===== src/rtl/ddr_arbiter.sv =====
// ddr_arbiter
// Shares one DDR burst port between requester 0 (ROM loader) and requester 1
// (frame buffer). Grants are round-robin at burst granularity. Once a burst is
// accepted, the port stays locked to that requester until the burst finishes:
// all read beats have returned, or all write beats have been accepted.
//
// Ports
//   clock, reset          system clock, asynchronous active-high reset
//   inN_rd / inN_wr       read request / write beat request from requester N
//   inN_addr              burst start address
//   inN_burstCount        beats in burst (0 is treated as 1)
//   inN_mask / inN_din    byte enables / write data
//   inN_waitReq           stall to requester N
//   inN_valid             read beat valid to requester N
//   inN_dout              read data (ddr_dout broadcast to both)
//   ddr_*                 DDR burst port
//   busy                  high while a multi-cycle burst owns the port
module ddr_arbiter #(
    parameter int ADDR_WIDTH  = 32,
    parameter int DATA_WIDTH  = 64,
    parameter int BURST_WIDTH = 8
) (
    input  logic                      clock,
    input  logic                      reset,

    input  logic                      in0_rd,
    input  logic                      in0_wr,
    input  logic [ADDR_WIDTH-1:0]     in0_addr,
    input  logic [BURST_WIDTH-1:0]    in0_burstCount,
    input  logic [DATA_WIDTH/8-1:0]   in0_mask,
    input  logic [DATA_WIDTH-1:0]     in0_din,
    output logic                      in0_waitReq,
    output logic                      in0_valid,
    output logic [DATA_WIDTH-1:0]     in0_dout,

    input  logic                      in1_rd,
    input  logic                      in1_wr,
    input  logic [ADDR_WIDTH-1:0]     in1_addr,
    input  logic [BURST_WIDTH-1:0]    in1_burstCount,
    input  logic [DATA_WIDTH/8-1:0]   in1_mask,
    input  logic [DATA_WIDTH-1:0]     in1_din,
    output logic                      in1_waitReq,
    output logic                      in1_valid,
    output logic [DATA_WIDTH-1:0]     in1_dout,

    output logic                      ddr_rd,
    output logic                      ddr_wr,
    output logic [ADDR_WIDTH-1:0]     ddr_addr,
    output logic [BURST_WIDTH-1:0]    ddr_burstCount,
    output logic [DATA_WIDTH/8-1:0]   ddr_mask,
    output logic [DATA_WIDTH-1:0]     ddr_din,
    input  logic [DATA_WIDTH-1:0]     ddr_dout,
    input  logic                      ddr_waitReq,
    input  logic                      ddr_valid,

    output logic                      busy
);

    typedef enum logic [1:0] {
        IDLE        = 2'd0,
        READ_WAIT   = 2'd1,
        WRITE_BURST = 2'd2
    } state_t;

    localparam logic [BURST_WIDTH-1:0] C_ZERO = {BURST_WIDTH{1'b0}};
    localparam logic [BURST_WIDTH-1:0] C_ONE  = {{(BURST_WIDTH-1){1'b0}}, 1'b1};

    state_t                   r_state;
    logic                     r_owner;
    logic                     r_last;
    logic [BURST_WIDTH-1:0]   r_beats;

    logic                     w_req0;
    logic                     w_req1;
    logic                     w_any;
    logic                     w_sel;
    logic                     w_src;
    logic                     w_src_rd;
    logic                     w_src_wr;
    logic [BURST_WIDTH-1:0]   w_src_bc;
    logic [BURST_WIDTH-1:0]   w_bc_eff;
    logic                     w_accept;

    assign w_req0 = in0_rd | in0_wr;
    assign w_req1 = in1_rd | in1_wr;
    assign w_any  = w_req0 | w_req1;

    // On a tie the requester that was not granted last wins; with no request
    // the selection rests on requester 0 so its addr/data are forwarded.
    assign w_sel = (w_req0 & w_req1) ? ~r_last : w_req1;

    // Datapath source: the arbitration winner while idle, the owner otherwise.
    assign w_src = (r_state == IDLE) ? w_sel : r_owner;

    assign w_src_rd       = w_src ? in1_rd         : in0_rd;
    assign w_src_wr       = w_src ? in1_wr         : in0_wr;
    assign w_src_bc       = w_src ? in1_burstCount : in0_burstCount;
    assign ddr_addr       = w_src ? in1_addr       : in0_addr;
    assign ddr_burstCount = w_src_bc;
    assign ddr_mask       = w_src ? in1_mask       : in0_mask;
    assign ddr_din        = w_src ? in1_din        : in0_din;

    // A zero burst count is illegal and behaves as a single beat.
    assign w_bc_eff = (w_src_bc == C_ZERO) ? C_ONE : w_src_bc;

    assign w_accept = (ddr_rd | ddr_wr) & ~ddr_waitReq;

    assign in0_dout = ddr_dout;
    assign in1_dout = ddr_dout;
    assign busy     = (r_state != IDLE);

    // Command, stall and read-valid steering for the current state.
    always_comb begin
        ddr_rd      = 1'b0;
        ddr_wr      = 1'b0;
        in0_waitReq = 1'b1;
        in1_waitReq = 1'b1;
        in0_valid   = 1'b0;
        in1_valid   = 1'b0;
        case (r_state)
            IDLE: begin
                if (w_any) begin
                    // rd wins over wr when both are raised by one requester
                    ddr_rd = w_src_rd;
                    ddr_wr = w_src_wr & ~w_src_rd;
                    if (w_sel) begin
                        in1_waitReq = ddr_waitReq;
                    end else begin
                        in0_waitReq = ddr_waitReq;
                    end
                end else begin
                    ddr_rd = 1'b0;
                    ddr_wr = 1'b0;
                end
            end
            READ_WAIT: begin
                if (r_owner) begin
                    in1_valid = ddr_valid;
                end else begin
                    in0_valid = ddr_valid;
                end
            end
            WRITE_BURST: begin
                ddr_wr = w_src_wr;
                if (r_owner) begin
                    in1_waitReq = ddr_waitReq;
                end else begin
                    in0_waitReq = ddr_waitReq;
                end
            end
            default: begin
                ddr_rd = 1'b0;
                ddr_wr = 1'b0;
            end
        endcase
    end

    // Grant/lock state machine and remaining-beat counter.
    always_ff @(posedge clock or posedge reset) begin
        if (reset) begin
            r_state <= IDLE;
            r_owner <= 1'b0;
            r_last  <= 1'b1;
            r_beats <= C_ZERO;
        end else begin
            case (r_state)
                IDLE: begin
                    if (w_accept) begin
                        r_owner <= w_sel;
                        r_last  <= w_sel;
                        if (ddr_rd) begin
                            r_state <= READ_WAIT;
                            r_beats <= w_bc_eff;
                        end else if (w_src_bc > C_ONE) begin
                            // first beat went out with the command
                            r_state <= WRITE_BURST;
                            r_beats <= w_src_bc - C_ONE;
                        end else begin
                            r_state <= IDLE;
                        end
                    end
                end
                READ_WAIT: begin
                    if (ddr_valid) begin
                        r_beats <= r_beats - C_ONE;
                        if (r_beats == C_ONE) begin
                            r_state <= IDLE;
                        end
                    end
                end
                WRITE_BURST: begin
                    if (w_accept) begin
                        r_beats <= r_beats - C_ONE;
                        if (r_beats == C_ONE) begin
                            r_state <= IDLE;
                        end
                    end
                end
                default: begin
                    r_state <= IDLE;
                end
            endcase
        end
    end

endmodule


===== config.mk =====
export PLATFORM = sky130hd
export DESIGN_NAME = ddr_arbiter
export DESIGN_NICKNAME = d
export VERILOG_FILES = /design/src/rtl/ddr_arbiter.sv
export SDC_FILE = /design/constraint.sdc
export NUM_CORES = 1
export LEC_CHECK = 0
export ABC_AREA = 0
export BUFFER_PORTS_ARGS = -buffer_cell sky130_fd_sc_hd__buf_2
export CAP_MARGIN = 30
export CORE_AREA = 2 2 213 215
export CTS_CLUSTER_SIZE = 20
export DETAILED_ROUTE_END_ITERATION = 8
export DIE_AREA = 0 0 215 217
export HOLD_SLACK_MARGIN = 0.06
export MAX_ROUTING_LAYER = met4
export PLACE_DENSITY = 0.4
export RECOVER_POWER = 100
export SLEW_MARGIN = 20
export SYNTH_ARGS = -nofsm -noshare
export SYNTH_HDL_FRONTEND = slang
export SYNTH_SLANG_ARGS = --single-unit
export TNS_END_PERCENT = 50

===== constraint.sdc =====
create_clock -name clock -period 9.5 [get_ports clock]
set_clock_uncertainty 0.1 [all_clocks]
set_input_delay 1.9 -clock clock [delete_from_list [all_inputs] [get_ports clock]]
set_output_delay 1.9 -clock clock [all_outputs]
set_load 0.03 [all_outputs]

==> results.md <==
- Most frequent cell after synthesis: buf_4
- Largest cells by area after synthesis: mux2_2 (32%), buf_4 (27%), dfrtp_1 (7.4%)
- Via/cell ratio: 3.12
- Worst Path Required: 9.52 ns
- Leakage: 2.13 nW
- Filler Cells Inserted: 5336
- Pint: 0.633 mW
- Outcome: complete, but fails checks
- Hpwl dp: 17200 um
- Finish-stage setup viols: 0
- Die extent in y: 217 um
- Share of flip-flops with an asynchronous set or reset: 1.00
- Post-CTS Hold Buffers: 0
- Commonest cells in the netlist: buf_4 (131), mux2_2 (106), nand2_1 (25), nor2_1 (17), inv_1 (14)
- Synthesized area: 3700 um2
- Worst-Skew Late Latency: 0.24 ns
- H-Tree Depth: 1
- WP depth: 12
- Die area: 46700 um2
- Critical Path Fanout Max: 14
- Syn_area_per_cell: 8.57 um2
- PwrDens: 325 nW/um2
- Share of the synthesized area in the top cell type: 0.322
- Net Switching: 1.01 mW
- Nets: 949
- Max_slew headroom: -0.0227
- Slowest Stage Delay on Critical Path: 1.28 ns
- First-pass GRT wire length: 26400 um
- CTS buffer count: 3
- Maximum clock rate: 164 MHz
- Syn nets: 737
- 1st-iter DRT viols: 140
- Syn Inst Count: 432
- RSZ-0062 raised after global routing: no
- Initial Util: 0.0828
- Vias: 3899
- Clock Pin Slew Worst Setup and Hold Paths: 0.04 ns
- Yosys reg bits: 12
- Worst path bufs/invs: 2
- Worst EP arrival: 6.11 ns
- Cts repair resizes: 0
- Vias in the first global route: 3938
- Met1 usage: 0.0822
- CP startpoint: in0_wr
- Power share of the clock group: 0.048
- Total GRT Usage: 0.0795
- Io pins: 543
- Maxcap violations: 1
- Combinational power share: 0.882
- TritonCTS clock tree: yes
- Setup Fix Bufs, Post-CTS: 0
- Worst Setup Path Type: in -> reg
- Crit-path cells: clkbuf_1 > o21a_4 > o22ai_1 > nand2_1 > nand2_1 > inv_1 > ha_1 > o2111ai_1 > mux2i_1 > a211oi_1 > nand2b_1 > o221a_2
- Setup TNS: 0 ns
- Synth-to-layout area growth: 36.8%
- Sw frac: 0.615
- Ys Warns: 0
- DRT Wirelength: 19000 um
- Most common cell on crit path: nand2_1
- Wire per inst: 15.2 um
- Met2 global-route usage: 0.123
- Worst-case reg-to-reg path depth: 13
- Max clock buf depth: 2
- Final instance area: 5060 um2
- Ratio of cells with drive above 1 in the final layout: 0.546
- Final Hold Fails: 0
- Final period utilization: 0.641
- Hold WC Path Type: reg -> reg
- Hold WS: 0.431 ns
- Root buffer cell: clkbuf_16
- Dominant cell type by area after synthesis: mux2_2
- PortBufs: 350
- Startpoint Class: input port
- Main synth FF type: dfrtp_1
- Clk sink count: 12
- GRT Max-Usage Layer: met2
- Initial antenna violation count: 10
- Failing checks: max-capacitance violations, max-slew violations
- Slowest-stage cell, CP: a211oi_1
- Final Total Pwr: 1.65 mW
- Fin util: 0.113
- Largest net degree at the start of global routing: 114
- Top Family by Delay on Critical Path: compound AO/OA/AOI/OAI gates
- Rows: 78
- Synth unique cells: 55
- Min Tclk post-route: 6.09 ns
- Part of the Yosys area used for sequential elements: 0.0814
- Final slew viol count: 14
- Worst r2r dst: r_beats[7]
- Die width: 215 um
- Worst setup path endpoint: r_beats[7]
- Reg power frac: 0.070
- Placed inst area: 5170 um2
- Worst vdd ir: 0.000227 V
- Register Area: 302 um2
- Number of iterations in the first detailed-routing pass: 4
- Core ar.: 44700 um2
- Grt met3 use: 0.0467
- Worst Setup End Kind: flop
- Worst-Margin Slew: 1.52 ns
- Grt ovf: 0
- Antenna-violating nets left: 0
- Post-synth EDFFs: 0
- # DRC: 0
- Reg2reg setup slack: 4.55 ns
- GP Congestion: 0.838
- RR Startpoint: r_state[0]
- Multi-input gate area: 2220 um2
==> sequential cells by signal, indices dropped and copies added (netlist names) <==
signal,flops
r_state,2
r_last,1
r_owner,1
r_beats,8
==> cell type report <==
cell class	count	share of cell area
multi-input combinational	261	0.439
timing repair buffer	351	0.323
tap	600	0.148
sequential	12	0.0596
clock buffer	4	0.0156
inverter	15	0.0111
antenna	7	0.00346
==> worst min path at each step <==
stage                    start    endpoint  slack [ns]  cells after the start
floorplan           r_state[1]  r_state[1]        0.39                      2
global placement    r_state[1]  r_state[1]        0.43                      2
detailed placement  r_state[1]  r_state[1]        0.43                      2
CTS                 r_state[1]  r_state[1]        0.44                      2
global route            r_last      r_last        0.47                      2
finish              r_state[1]  r_state[1]        0.43                      2
==> metal layers <==
metal	up-vias	wire length [um]
li1	1828	-
met5	-	0
met1	1713	7270
met3	27	2550
met4	0	694
met2	331	8510
==> power by group through the flow <==
stage          logic (mW)  clock network, mW  registers [mW]
2_1_floorplan        1.28                  0           0.106
3_3_place_gp         1.56                  0           0.115
3_5_place_dp         1.56                  0           0.116
4_1_cts              1.57             0.0815           0.116
5_1_grt              1.55             0.0843           0.119
6_report             1.45             0.0793           0.115
==> cell families after synthesis <==
group / synth area share
mux: 0.342
simple gates: 0.102
xor+xnor: 0.0213
flops: 0.0814
fa+ha+maj: 0.0304
compound gates: 0.122
buf+inv: 0.300
==> placed cells by master, fill, tap and decap left out, drive strengths merged, types with 6 or more instances in the layout <==
cell    Yosys  routed
buf       143     243
clkbuf      1     112
mux2      106     106
nand2      25      25
nor2       17      17
inv        15      15
o21ai      12      12
dfrtp      11      11
ha          9       9
a21oi       9       9
diode       0       7
mux2i       7       7
nand3       6       6
nor4        6       6
==> per-stage QoR <==
| stage | instances | setup slack [ns] |
|---|---|---|
| floorplan | 432 | 4.19 |
| global placement | 1239 | 3.78 |
| detailed placement | 1239 | 3.75 |
| CTS | 1243 | 3.75 |
| global route | 1249 | 2.94 |
| finish | 1250 | 3.41 |
==> worst reg2reg max path, delay by kind of cell (launching register included) <==
family,cells,cell delay [ns]
simple gates,3,0.47
mux,1,0.19
buf+inv,2,0.19
flops,1,0.41
compound gates,5,2.89
fa+ha+maj,2,0.58
Note: power is estimated with default switching activity, not from simulation.
